File: config.mk
export PLATFORM = sky130hd
export DESIGN_NAME = if_id_reg
export DESIGN_NICKNAME = d
export VERILOG_FILES = /design/src/rtl/if_id_reg_pkg.sv /design/src/rtl/if_id_reg_fetch_exc_check.sv /design/src/rtl/if_id_reg.sv
export SDC_FILE = /design/constraint.sdc
export NUM_CORES = 1
export LEC_CHECK = 0
export BUFFER_PORTS_ARGS = -buffer_cell sky130_fd_sc_hd__buf_2
export CAP_MARGIN = 30
export CORE_UTILIZATION = 46
export CTS_BUF_LIST = sky130_fd_sc_hd__clkbuf_8
export CTS_CLUSTER_SIZE = 8
export DETAILED_ROUTE_END_ITERATION = 12
export PLACE_DENSITY_LB_ADDON = 0.15
export RECOVER_POWER = 100
export SETUP_SLACK_MARGIN = 0.1
export SYNTH_ARGS = -nofsm -noshare
export SYNTH_HDL_FRONTEND = slang
export SYNTH_SLANG_ARGS = --single-unit
File: constraint.sdc
create_clock -name clk -period 2.44 [get_ports clk]
set_input_delay 0.122 -clock clk [delete_from_list [all_inputs] [get_ports clk]]
set_output_delay 0.122 -clock clk [all_outputs]
set_load 0.03 [all_outputs]
File: src/rtl/if_id_reg_pkg.sv
// Shared constants for the IF/ID stage, CP0 and the next-PC logic:
// exception codes plus the reset and handler addresses.
package if_id_reg_pkg;

  // CP0 Cause.ExcCode values
  localparam logic [4:0] EXC_NONE = 5'd0;
  localparam logic [4:0] EXC_ADEL = 5'd4;
  localparam logic [4:0] EXC_ADES = 5'd5;
  localparam logic [4:0] EXC_RI   = 5'd10;
  localparam logic [4:0] EXC_OV   = 5'd12;

  // PC after reset and exception-handler entry point
  localparam logic [31:0] START_PC   = 32'h0000_3000;
  localparam logic [31:0] HANDLER_PC = 32'h0000_4180;

  // Legal instruction-memory byte range
  localparam logic [31:0] IM_LO = 32'h0000_3000;
  localparam logic [31:0] IM_HI = 32'h0000_4FFF;

endpackage

File: src/rtl/if_id_reg_fetch_exc_check.sv
// Word-address legality check. Flags misaligned or out-of-range
// addresses with a configurable code, so the M stage can reuse it
// for data accesses with its own bounds and AdES/AdEL code.
import if_id_reg_pkg::*;

module fetch_exc_check #(
  parameter logic [31:0] LO       = IM_LO,
  parameter logic [31:0] HI       = IM_HI,
  parameter logic [4:0]  EXC_CODE = EXC_ADEL
) (
  input  logic [31:0] addr,
  output logic [4:0]  exc_code
);

  logic misaligned;
  logic out_of_range;

  assign misaligned   = (addr[1:0] != 2'b00);
  assign out_of_range = (addr < LO) || (addr > HI);

  // Report the configured code on any violation, none otherwise
  always_comb begin
    exc_code = EXC_NONE;
    if (misaligned || out_of_range) begin
      exc_code = EXC_CODE;
    end
  end

endmodule

File: src/rtl/if_id_reg.sv
// IF/ID pipeline register: latches the fetched instruction and PC into
// Decode, tags fetch address errors, and carries the delay-slot flag.
// Handles stall hold, exception-entry flush and ERET flush.
import if_id_reg_pkg::*;

module if_id_reg #(
  parameter logic [31:0] START_PC_P   = START_PC,
  parameter logic [31:0] HANDLER_PC_P = HANDLER_PC,
  parameter logic [31:0] IM_LO_P      = IM_LO,
  parameter logic [31:0] IM_HI_P      = IM_HI
) (
  input  logic        clk,
  input  logic        reset,
  input  logic        EN,
  input  logic        Req,
  input  logic        ERETFlush,
  input  logic [31:0] InstrF,
  input  logic [31:0] PCF,
  input  logic        isBDF,
  output logic [31:0] InstrD,
  output logic [31:0] PCD,
  output logic [31:0] PC8D,
  output logic [4:0]  ExcCodeD,
  output logic        isBDD,
  output logic        ValidD
);

  logic [4:0] exc_code_f;

  fetch_exc_check #(
    .LO       (IM_LO_P),
    .HI       (IM_HI_P),
    .EXC_CODE (EXC_ADEL)
  ) u_fetch_exc_check (
    .addr     (PCF),
    .exc_code (exc_code_f)
  );

  // Stage register: reset > exception entry > stall > ERET flush > load
  always_ff @(posedge clk or posedge reset) begin
    if (reset) begin
      InstrD   <= 32'd0;
      PCD      <= START_PC_P;
      ExcCodeD <= EXC_NONE;
      isBDD    <= 1'b0;
      ValidD   <= 1'b0;
    end else if (Req) begin
      // Exception entry wins even over a stall
      InstrD   <= 32'd0;
      PCD      <= HANDLER_PC_P;
      ExcCodeD <= EXC_NONE;
      isBDD    <= 1'b0;
      ValidD   <= 1'b0;
    end else if (EN) begin
      if (ERETFlush) begin
        // Bubble keeps the fetch PC so a later EPC is still sensible
        InstrD   <= 32'd0;
        PCD      <= PCF;
        ExcCodeD <= EXC_NONE;
        isBDD    <= 1'b0;
        ValidD   <= 1'b0;
      end else begin
        // Never forward data read from an illegal address
        InstrD   <= (exc_code_f != EXC_NONE) ? 32'd0 : InstrF;
        PCD      <= PCF;
        ExcCodeD <= exc_code_f;
        isBDD    <= isBDF;
        ValidD   <= 1'b1;
      end
    end
  end

  // Link address for jal/jalr, derived only from the registered PC
  assign PC8D = PCD + 32'd8;

endmodule
==> results.md, run 1 <==
GRT:
- The first global-routing pass estimated 13200 um of wire.
- Entering global routing, the biggest net connects 38 pins.
- The initial antenna violation count came to 0.
- The number of global-route vias before repair is 2840.
- The remaining global-route overflow is 0.
- Across every metal layer, demand over resource in global routing totals between 20% and 30%.

STA:
- For the pin with the worst max-slew slack, the measured transition is 1200 ps.
- Setup violations remaining at the end of the flow were counted as 0.
- Setup repair after global routing could not meet its margin everywhere.
- Summed over all failing endpoints, the final setup total negative slack is 0 ps.
- The portion of the clock cycle consumed by the worst path in the final layout is 90.7%.
- The final critical path time including I/O delays and setup is approximately 2200 ps.
- In this run the tightest slew margin relative to its limit is around a fifth.
- Between clock sinks in the finished design, the worst skew comes to 0 ps.
- The number of pins with negative max-slew slack in the final report is 0.
- The number of failing hold endpoints at the final stage is 0.
- The worst path meets setup with approximately 230 ps of slack.
- Across all hold checks on the routed design, the worst slack comes to approximately 16 ps.
- The maximum clock frequency is 452 MHz.

Layout:
- Excluding fillers, the count of instances in the completed layout stands at approximately 550.
- The diode insertion count for antenna repair is 0.
- Of the cells placed in the final design, the portion with a size suffix greater than 1 is 24.3%.
- The final net count is between 500 and 600.
- In the final layout, the multi-input gates occupy ~0.0014 mm^2.
- Across the whole layout, storage elements account for 0.00168 mm^2.
- The area overhead of the layout relative to synthesis is 38.9%.
- The count of fill cells added during filler insertion is between 500 and 600.

Setup path:
- The number of cells on the worst reg-to-reg path is 2.
- Of all nets on the critical path, the largest fanout is 8.
- The worst setup path is of the reg -> out kind.
- For the worst setup path, the data required time is 2320 ps.
- For this design, the slowest cell found on the critical path is sky130_fd_sc_hd__dfrtp_1.
- The endpoint type of the worst setup path is a primary output.
- The element type at the critical path start is a flop.
- At the worst endpoint, the arrival time is 2090 ps.
- The worst register-to-register path begins at PCD[8]$_DFFE_PP0P_.
- Tracing the worst setup path back leads to its startpoint at PCD[8]$_DFFE_PP0P_.
- The signal on the critical path passes through nand3_1 > nor4_4 > buf_4 > nand4_1 > xnor2_1 > clkbuf_2.
- The capture point of the worst reg-to-reg path is PCD[8]$_DFFE_PP0P_.
- In this run the worst setup path terminates at PC8D[18].
- The maximum cell stage delay along the critical path is around 430 ps.
- Across all register-to-register paths, the minimum setup slack is 1430 ps.

Power:
- In this run the power density over the cells is between 500 and 600 mW/mm^2.
- Across the VDD grid, the largest voltage drop is 405 uV.
- Summing internal, switching and leakage power gives 2.52 mW.
- For this design the static power due to leakage is between 2 and 2.5 nW.

Synth:
- The number of unique standard cell types used by synthesis is 31.
- Sorting the synthesized cells by how often they occur yields sky130_fd_sc_hd__dfrtp_1 (65), sky130_fd_sc_hd__nor2_1 (37), sky130_fd_sc_hd__a22o_1 (32).
- The most instantiated library cell after synthesis is sky130_fd_sc_hd__dfrtp_1.
- The number of synthesized flops with an enable pin is 0.
- The synthesized netlist cell count is 280.
- The most used flip-flop cell after synthesis is sky130_fd_sc_hd__dfrtp_1.
- The synthesized design devotes to its leading area cell type between 50 and 60% of total area.
- The synthesized cell area is 0.00316 mm^2.
- The mean instance size in the synthesized netlist is between 10 and 15 um^2.
- The synthesized design spends more area on one cell type than any other, namely sky130_fd_sc_hd__dfrtp_1.
- Counting flops with an async set or reset pin after synthesis yields a share of 100%.
- Sorting the synthesized cells by area gives the leading types as sky130_fd_sc_hd__dfrtp_1 (51%), sky130_fd_sc_hd__mux2i_1 (9.2%), sky130_fd_sc_hd__a22o_1 (8.9%).
- The number of register bits inferred by synthesis is 67.
- Sequential cells were found to cover a little over half of the synthesized design area.
- Yosys printed 0 warnings.

Placement:
- The number of buffers added on ports is around 170.
- In this run, placement finished with an instance count of slightly above 500.
- Routability-driven placement finished with a final weighted congestion of 0.831.
- The wire-length estimate of the detail-placed layout is 5850 um.
- OpenSTA, run right after detailed placement, puts the worst setup slack at ~370 ps.

Outcome:
- The checks that failed: DRC.
- The run finished, with violations left.

Run:
- The number of maximum-capacitance constraint violations is 0.

Die:
- The floorplan has 29 rows.
- Measured along the y axis, the die boundary spans approximately 85 um.
- The die area is around 0.0072 mm^2.
- The count of pins on the block boundary is between 150 and 200.
- The core region is 0.00649 mm^2.
- The die width is around 85 um.
- The initial utilization of the core area, before any placement, comes to 48.7%.

Routing:
- In the routed design, unresolved DRC markers number 12.
- The via count is roughly 2.8k.
- In the final routed layout, each cell accounts on average for roughly 15 um.
- The number of routed nets with antenna violations is 0.
- The first detailed-routing pass took 10 iterations.
- The initial DRC count is 86.
- In the routed layout, each cell is associated on average with a via count of slightly above 5.
- The total wirelength of the detailed-routed design is about 8300 um.

Clock network:
- TritonCTS built the clock tree.
- The clock passes through at most 2 buffers.
- The maximum level of the CTS H-tree is 3.
- The clock input transition at the sequential cells of the worst setup and hold paths is around 70 ps.
- The number of clock buffers added by TritonCTS is 9.
- For the worst-skew pair, the clock arrives at the later sink with an insertion delay of 320 ps.
- The buffer cell driving the clock tree root is sky130_fd_sc_hd__clkbuf_8.
- Counting every sink on the clock net gives 67.

Hold path:
- The min-delay analysis places its worst path in the category in -> reg.
==> power by group <==
part / internal (mW) / leakage, nW / switching, mW
logic: 0.153 / 1.17 / 0.283
registers: 1.15 / 0.897 / 0.0459
clock network: 0.513 / 0.108 / 0.381
==> worst max-delay path: cells and delay by family, from the launching register on <==
kind / cells / cell delay [ps]
flip-flops: 1 / 430
XOR/XNOR: 1 / 170
AND/OR/NAND/NOR: 3 / 760
buffers and inverters: 2 / 420
==> per-layer routing <==
layer  wire [um]  track usage, %
met3         624            5.74
met5           0               0
met1        3400            28.9
met2        4070            39.7
met4         180            11.4
==> timing repair <==
| action | 4_1_cts | 5_1_grt |
|---|---|---|
| endpoints found under the setup margin | 7 | 14 |
| hold buffers | 22 | 2 |
| pin swaps | 1 | 1 |
| gates resized for setup | 0 | 7 |
| hold endpoints to repair | 49 | 2 |
| setup buffers | 1 | 2 |
==> worst min path at each step <==
stage	to	from	slack [ps]	depth (start not counted)
final	InstrD[6]$_DFFE_PP0P_	InstrF[6]	20	2
after global routing	InstrD[11]$_DFFE_PP0P_	InstrF[11]	0.4	2
after global placement	PCD[2]$_DFFE_PP0P_	reset	270	2
after detailed placement	PCD[2]$_DFFE_PP0P_	reset	270	2
after floorplan	PCD[14]$_DFFE_PP0P_	PCF[14]	250	1
after CTS	InstrD[11]$_DFFE_PP0P_	InstrF[11]	0.8	2
==> cells by family after synthesis <==
family | share of synthesized area (%)
compound gates | 10.4
mux | 9.17
buf+inv | 4.47
fa+ha+maj | 0.395
xor+xnor | 7.47
simple gates | 14.9
flops | 53.1
other cells | 0.119
==> cell type report <==
| class | count | area share [%] |
|---|---|---|
| Clock buffer | 11 | 3.44 |
| Multi-Input combinational cell | 190 | 31.1 |
| Clock inverter | 4 | 0.968 |
| Tap cell | 77 | 2.19 |
| Inverter | 4 | 0.341 |
| Sequential cell | 67 | 38.2 |
| Timing Repair Buffer | 201 | 23.8 |
==> registers in the layout, indices dropped and copies added (netlist names) <==
name and cells:
PCD 32, ValidD 1, InstrD 32, isBDD 1, ExcCodeD 1
==> through the flow <==
step                      util, %  area [um^2]
after floorplan                 -         3180
after global placement       62.2         4040
after detailed placement     62.2         4040
after CTS                    68.7         4460
after global routing         67.7         4400
final                        67.7         4400
==> layout by cell type, fill, tap and decap left out, types with 4 or more instances in the layout <==
master                          instances
sky130_fd_sc_hd__nor4_1                 4
sky130_fd_sc_hd__nand4_1                8
sky130_fd_sc_hd__inv_1                  6
sky130_fd_sc_hd__dfrtp_1               65
sky130_fd_sc_hd__dlygate4sd3_1         24
sky130_fd_sc_hd__nor3_1                 4
sky130_fd_sc_hd__nand3_1               11
sky130_fd_sc_hd__nor2_1                36
sky130_fd_sc_hd__xor2_1                 7
sky130_fd_sc_hd__clkbuf_1              83
sky130_fd_sc_hd__conb_1                 4
sky130_fd_sc_hd__a22o_1                32
sky130_fd_sc_hd__nand2_1               14
sky130_fd_sc_hd__clkbuf_8              11
sky130_fd_sc_hd__buf_4                  6
sky130_fd_sc_hd__clkbuf_2              18
sky130_fd_sc_hd__xnor2_1               20
sky130_fd_sc_hd__mux2i_1               29
sky130_fd_sc_hd__buf_2                 68
(Power assumes the default switching activity.)
==> inputs of run 2 (changes only) <==
Settings changed: HOLD_SLACK_MARGIN from default to 0.15.
==> run 2 against run 1 <==
The flow still finishes with violations (DRC). Worst hold slack gained 150 ps. Register-to-register slack is essentially flat. Maximum frequency shrank 0.10%. Cell area grew 11%. Non-clock buffer count grew 43. Utilization grew 7.5 points. Via count grew 5.9%. Highest routed layer unchanged.
==> results.md, run 2 (same netlist as run 1, synthesis figures left out) <==
Placement:
- The area after detailed placement is roughly 0.004 mm^2.
- The post-placement worst setup slack is roughly 370 ps.
- At the end of routability-driven placement, the weighted congestion stood at 0.831.
- The half-perimeter wire length after detailed placement is about 5800 um.
- Including well taps, the total number of placed cells is about 500.
- Input and output buffers added on the ports amount to around 170.

Die:
- The floorplan step set the die width to roughly 85 um.
- The initial utilization of the core area, before any placement, comes to about half.
- The number of placement rows is 29.
- The core region is approximately 0.0065 mm^2.
- The floorplan step defined a die boundary enclosing 0.00721 mm^2.
- The count of pins on the block boundary is between 150 and 200.
- The floorplan step set the die height to approximately 85 um.

Setup path:
- For the worst setup path, the data arrival time is 2090 ps.
- The critical path's slowest cell is sky130_fd_sc_hd__dfrtp_1.
- Among cell families on the critical path, the largest total delay comes from simple AND/OR/NAND/NOR gates.
- The highest net fanout along the worst path is 8.
- Data on the critical path is required at its endpoint by about 2300 ps.
- The worst setup path is launched from a flop.
- Across all register-to-register paths, the minimum setup slack is 1430 ps.
- The reg-to-reg startpoint is PCD[8]$_DFFE_PP0P_.
- The signal on the critical path passes through nand3_1 > nor4_4 > buf_4 > nand4_1 > xnor2_1 > buf_2.
- The critical path in this run is classified as reg -> out.
- The capture point of the worst reg-to-reg path is PCD[8]$_DFFE_PP0P_.
- The number of cells on the worst reg-to-reg path is 2.
- In this design, the stage delay of the slowest critical-path cell is between 400 and 500 ps.
- The worst setup path is captured at a primary output.
- Together, buffers and inverters on the worst path number 2.

Run:
- The number of maximum-capacitance constraint violations is 0.

GRT:
- The combined global-route utilization of all metal layers is 25.8%.
- Entering global routing, the biggest net connects 38 pins.
- For this run the aggregate overflow at the end of global routing stands at 0.
- The number of global-route vias before repair came to between 3k and 4k.
- The first global-routing pass estimated approximately 14000 um of wire.
- The initial antenna violation count is 0.

Power:
- Combinational logic is responsible for between 15 and 20% of the overall power.
- The total leakage power is around 2.5 nW.
- The total power consumption of the routed design is 2.58 mW.
- The switching power of the nets is 0.716 mW.
- The net switching fraction of the power is 27.7%.
- IR analysis of the VDD net gives a maximum drop of roughly 400 uV.
- The power density normalized to cell area is between 500 and 600 mW/mm^2.
- Per report_power, the clock group accounts for 34.4% of the total.
- The internal power of the cells totals 1.87 mW.
- Sequential cells burn between 40% and 50% of the power.

Routing:
- The detail route stage leaves a number of antenna-violating nets equal to 0.
- After detailed routing, the total wire length is 8870 um.
- In the final routed layout, each cell accounts on average for approximately 15 um.
- After detailed routing, the number of vias per cell comes to approximately 5.
- The initial DRC count is between 100 and 150.
- After detailed routing, the number of remaining DRC violations is 12.
- Before antenna repair, the detailed router went through 9 iterations.
- The via count is between 3k and 4k.

Clock network:
- The CTS tree is yes.
- The number of sinks on the clock net is between 60 and 70.
- The clock input transition at the sequential cells of the worst setup and hold paths is roughly 70 ps.
- The buffer cell driving the clock tree root is sky130_fd_sc_hd__clkbuf_8.
- Counting along the longest clock path gives a buffer depth of 2.
- At the later pin of the worst-skew pair, clock insertion delay measures approximately 320 ps.
- Buffers inserted during clock tree synthesis total 9.
- The H-tree was split into 3 levels.

Layout:
- The number of standard cells in the final layout excluding fillers is between 500 and 600.
- Summing all non-filler instances in the final layout gives an area of 0.00488 mm^2.
- The post-route core utilization is between 70% and 80%.
- In the layout the commonest cells are sky130_fd_sc_hd__buf_2 (123), sky130_fd_sc_hd__dlygate4sd3_1 (66), sky130_fd_sc_hd__dfrtp_1 (65), sky130_fd_sc_hd__clkbuf_1 (42), sky130_fd_sc_hd__nor2_1 (36).
- After filler insertion, the fill cell instance count of the layout stands at 476.
- The final layout contains 587 nets.
- The ratio of cells with drive above 1 in the final layout is between 30% and 40%.
- The area overhead of the layout relative to synthesis is 54.3%.
- The diode insertion count for antenna repair is 0.
- The largest registers in the layout are InstrD x32, PCD x32.
- The most common cell after layout, fill and taps aside is sky130_fd_sc_hd__buf_2.

STA:
- For the pin with the worst max-slew slack, the measured transition is around 1200 ps.
- The portion of the clock cycle consumed by the worst path in the final layout is a little over 90%.
- The number of failing hold endpoints at the final stage is 0.
- The final worst-path setup slack is 225 ps.
- Summed over all failing endpoints, the final setup total negative slack is 0 ps.
- The final critical path time including I/O delays and setup is approximately 2200 ps.
- The clock skew is 0 ps.
- The number of pins with negative max-slew slack in the final report came to 0.
- The tightest hold path in the finished design has a slack of roughly 160 ps.
- The maximum clock frequency is between 400 and 500 MHz.
- Headroom to the max-slew limit came out at between 15 and 20%.
- Setup repair after global routing could not meet its margin everywhere.
- The count of endpoints failing setup in the final report is 0.

Hold path:
- Counting instances, the worst hold path has a depth of 4.
- The origin of the worst min-delay path is ERETFlush.
- The worst hold path belongs to the class in -> reg.
- For hold timing, the worst endpoint is ValidD$_DFFE_PP0P_.

Outcome:
- The checks that failed: DRC.
- The flow ran to the end, but the final reports show violations.
[run 2: changes by cell type in the layout (fill, tap and decap cells not counted), sizes merged]
| cell | before | now |
|---|---|---|
| buf | 75 | 134 |
| clkbuf | 113 | 55 |
| dlygate4sd3 | 24 | 66 |
[run 2: repair_timing]
action,CTS,global route
buffers inserted,1,3
pin swaps,1,1
setup endpoints to repair,7,16
gates resized for setup,0,7
hold endpoints to repair,93,0
hold buffers,66,0
[run 2: worst max path at each step]
stage / from / end / slack [ps] / cells past startpoint
final: PCD[8]$_DFFE_PP0P_ / PC8D[18] / 220 / 6
after global routing: PCD[4]$_DFFE_PP0P_ / PC8D[29] / 30 / 7
after CTS: PCD[3]$_DFFE_PP0P_ / PC8D[25] / 130 / 7
after detailed placement: PCD[3]$_DFFE_PP0P_ / PC8D[25] / 370 / 6
after global placement: PCD[3]$_DFFE_PP0P_ / PC8D[27] / 500 / 6
after floorplan: PCD[3]$_DFFE_PP0P_ / PC8D[27] / 220 / 5
[run 2: final cells by class]
class / instances / area [um^2] / share of cell area (%)
Clock buffer: 11 / 151 / 3.10
Tap cell: 77 / 96.3 / 1.97
Multi-Input combinational cell: 190 / 1370 / 28.0
Clock inverter: 4 / 42.5 / 0.871
Sequential cell: 67 / 1680 / 34.4
Timing Repair Buffer: 244 / 1530 / 31.4
Inverter: 4 / 15.0 / 0.307
[run 2: per-layer routing]
| layer | vias up | GRT usage, % | routed length, um |
|---|---|---|---|
| met3 | 19 | 5.74 | 492 |
| met2 | 127 | 44.1 | 4440 |
| li1 | 1449 | - | - |
| met1 | 1415 | 30.9 | 3700 |
| met4 | 0 | 12.5 | 230 |
| met5 | - | 0 | 0 |
[run 2: worst min-delay path, delay by kind of cell]
kind | cells | cell delay, ps
buffers and inverters | 1 | 80
AND/OR/NAND/NOR | 3 | 250
[run 2: power by group through the flow]
| stage | Sequential [mW] | Clock (mW) | Combinational, mW |
|---|---|---|---|
| final | 1.19 | 0.889 | 0.505 |
| after global routing | 1.20 | 0.969 | 0.543 |
| after CTS | 1.19 | 0.918 | 0.500 |
| after detailed placement | 1.21 | 0 | 0.419 |
| after global placement | 1.21 | 0 | 0.415 |
| after floorplan | 1.27 | 0 | 0.208 |
==> inputs of run 3 (changes only) <==
Settings changed: CORE_UTILIZATION 46 to 50, REMOVE_ABC_BUFFERS from default to 1.
Clock period 2.44 ns to 2.57 ns, I/O delays scaled along.
==> run 3 against run 2 <==
Global-route usage is 3.2 points higher. The flow now finishes without violations. Clock power fell by 4.3%. Worst hold slack improved by 2.5 ps. Total power shrank 5.4%. Clock-buffer cell count down 2. Cell area fell by 2.1%. Sequential power down 5%. Clock skew is the same. Worst setup slack better by 5.0 ps. Routed wire length grew 6.2%. Critical path type unchanged. Utilization up 4.1 points.
==> results.md, run 3 (same netlist as run 1, synthesis figures left out) <==
Setup path:
- The reg-to-reg startpoint is PCD[8]$_DFFE_PP0P_.
- The slack of the worst reg-to-reg path is about 1600 ps.
- The element type at the critical path start is a flop.
- The number of cells on the worst reg-to-reg path is 2.
- Data on the critical path is required at its endpoint by between 2000 and 2500 ps.
- The worst endpoint data arrival time is roughly 2200 ps.
- The startpoint-to-endpoint class of the critical path is reg -> out.
- In this run the worst path has a maximum fanout of 10.
- The endpoint type of the worst setup path is a primary output.
- In this run the critical register-to-register path is captured at PCD[8]$_DFFE_PP0P_.

Die:
- The initialized floorplan defines 28 standard-cell rows.
- Once the floorplan was initialized, standard cells occupied between 50% and 60% of the core.
- The count of pins on the block boundary is 173.
- The height of the chip is 81.6 um.
- The region available for standard cell placement spans 0.00603 mm^2.
- In this run the horizontal extent of the chip is between 80 and 90 um.
- The die area is about 0.0067 mm^2.

Layout:
- The final layout contains between 500 and 600 nets.
- The area overhead of the layout relative to synthesis is 51.0%.
- The number of standard cells in the final layout excluding fillers is just under 600.
- The most common cell after layout, fill and taps aside is sky130_fd_sc_hd__clkbuf_1.
- The largest registers in the layout are InstrD x32, PCD x32.
- The repair_antennas step left the layout with diodes totalling 0.
- In the layout the commonest cells are sky130_fd_sc_hd__clkbuf_1 (105), sky130_fd_sc_hd__dlygate4sd3_1 (66), sky130_fd_sc_hd__dfrtp_1 (65), sky130_fd_sc_hd__buf_2 (65), sky130_fd_sc_hd__nor2_1 (37).
- The ratio of cells with drive above 1 in the final layout is roughly 18%.

GRT:
- The pin count of the biggest net entering global routing is 39.
- For met1 alone, demand over resource in global routing was between 30 and 40%.
- The number of global-route vias before repair is approximately 2.9k.
- The first global-routing pass estimated around 14000 um of wire.
- The combined global-route utilization of all metal layers is between 20% and 30%.
- The met2 global-route usage is 47.6%.
- met2 is the most crowded layer.
- For this run the aggregate overflow at the end of global routing stands at 0.
- The fraction of met3 tracks used by global routing is ~6.2%.
- The initial antenna violation count was 0.

Routing:
- The first routing iteration left around 190 violations.
- The detail route stage leaves a number of antenna-violating nets equal to 0.
- The average via count per standard cell is approximately 5.2.
- For this run, the detailed router's first-pass iteration total came to 4.
- The total wirelength of the detailed-routed design is roughly 9400 um.
- The final route contains around 3.1k vias.
- In the final routed layout, each cell accounts on average for roughly 16 um.
- The residual DRC count is 0.

Power:
- Cell internal power was estimated by the tool at 1.71 mW.
- Sequential cells burn between 40% and 50% of the power.
- The clock share of power is between 30% and 40%.
- The total power consumption of the routed design is 2.45 mW.
- The worst-case IR drop observed on VDD is around 330 uV.
- Per report_power, the combinational group accounts for between 10% and 20% of the total.
- The total leakage power is 2.29 nW.
- The power density normalized to cell area is slightly above 500 mW/mm^2.
- Net switching is between 20 and 30% of the power.
- The switching power of the nets is roughly 0.73 mW.

Placement:
- Routability-driven placement finished with a final weighted congestion of 0.893.
- The wire-length estimate of the detail-placed layout is 5740 um.
- The post-placement worst setup slack is 486 ps.
- The number of placed instances, taps included, is 510.
- The number of buffers added on ports is about 170.

Hold path:
- The classification of the worst-slack hold path is in -> reg.
- The worst hold path depth is 4.
- The origin of the worst min-delay path is ERETFlush.
- For hold timing, the worst endpoint is ValidD$_DFFE_PP0P_.

STA:
- The final-layout worst hold slack is approximately 160 ps.
- The portion of the clock cycle consumed by the worst path in the final layout is between 90% and 100%.
- The pin slew with the least headroom to its limit is ~1300 ps.
- In the post-route analysis, the smallest setup slack over all paths is approximately 230 ps.
- The count of endpoints failing setup in the final report is 0.
- For this run, the top clock speed supported by timing is around 430 MHz.
- The worst pin sits at a relative slew slack of approximately 11%.
- The accumulated negative setup slack is 0 ps.
- Setup repair after global routing left no endpoint under its margin.
- The number of pins with negative max-slew slack in the final report came to 0.
- The number of failing hold endpoints at the final stage is 0.
- Counting I/O delays and the setup requirement, the final critical path takes approximately 2300 ps.
- On the final layout, the worst clock skew is 0 ps.

Run:
- Max-cap violations in this run came to 0.

Clock network:
- CTS saw between 60 and 70 sinks.
- The buffer cell driving the clock tree root is sky130_fd_sc_hd__clkbuf_8.
- The clock input transition at the sequential cells of the worst setup and hold paths is 80 ps.
- The maximum level of the CTS H-tree is 3.
- For the worst-skew pair, the clock arrives at the later sink with an insertion delay of ~330 ps.
- The number of clock buffers inserted by TritonCTS is 9.
- The CTS tree is yes.
- The maximum root-to-sink buffer count is 2.

Outcome:
- The run finished with clean final reports.
-- run 3: worst max path at each step --
stage	to	startpoint
floorplan	PC8D[27]	PCD[3]$_DFFE_PP0P_
global placement	PC8D[31]	PCD[3]$_DFFE_PP0P_
detailed placement	PC8D[31]	PCD[3]$_DFFE_PP0P_
CTS	PC8D[31]	PCD[3]$_DFFE_PP0P_
global route	PC8D[27]	PCD[3]$_DFFE_PP0P_
finish	PC8D[27]	PCD[15]$_DFFE_PP0P_
-- run 3: critical path, stage by stage (launching register included) --
cell	delay, ps
sky130_fd_sc_hd__dfrtp_1	480
sky130_fd_sc_hd__and4_1	300
sky130_fd_sc_hd__and4_1	430
sky130_fd_sc_hd__nand4_1	200
sky130_fd_sc_hd__xnor2_1	230
sky130_fd_sc_hd__clkbuf_4	240
-- run 3: per-layer routing --
| metal | part of all wire [%] | routed length [um] |
|---|---|---|
| met1 | 42 | 3980 |
| met3 | 6.5 | 610 |
| met5 | 0 | 0 |
| met2 | 49 | 4630 |
| met4 | 2.1 | 202 |
-- run 3: metrics by stage --
step           utilization [%]  instance area, um^2
6_report                  79.3                 4780
4_1_cts                   81.5                 4910
2_1_floorplan                -                 3050
3_5_place_dp              67.2                 4050
5_1_grt                   79.3                 4780
3_3_place_gp              67.2                 4050
-- run 3: area by class of cell --
| cell class | instances | area (um^2) |
|---|---|---|
| Inverter | 4 | 15.0 |
| Clock inverter | 7 | 70.1 |
| Tap cell | 75 | 93.8 |
| Clock buffer | 9 | 124 |
| Timing Repair Buffer | 244 | 1440 |
| Fill cell | 453 | 1250 |
| Multi-Input combinational cell | 190 | 1360 |
| Sequential cell | 67 | 1680 |
-- run 3: what timing repair did --
item / CTS / global route
gates cloned: 0 / 0
pin swaps: 1 / 1
endpoints found under the hold margin: 94 / 0
buffers inserted: 1 / 3
gates resized for setup: 0 / 3
setup endpoints to repair: 1 / 5
hold buffers: 66 / 0
-- run 3: power groups by stage --
stage,Sequential (mW),Clock (mW),Combinational [mW]
floorplan,1.21,0,0.164
global placement,1.15,0,0.394
detailed placement,1.15,0,0.399
CTS,1.13,0.871,0.476
global route,1.13,0.923,0.500
finish,1.13,0.851,0.464
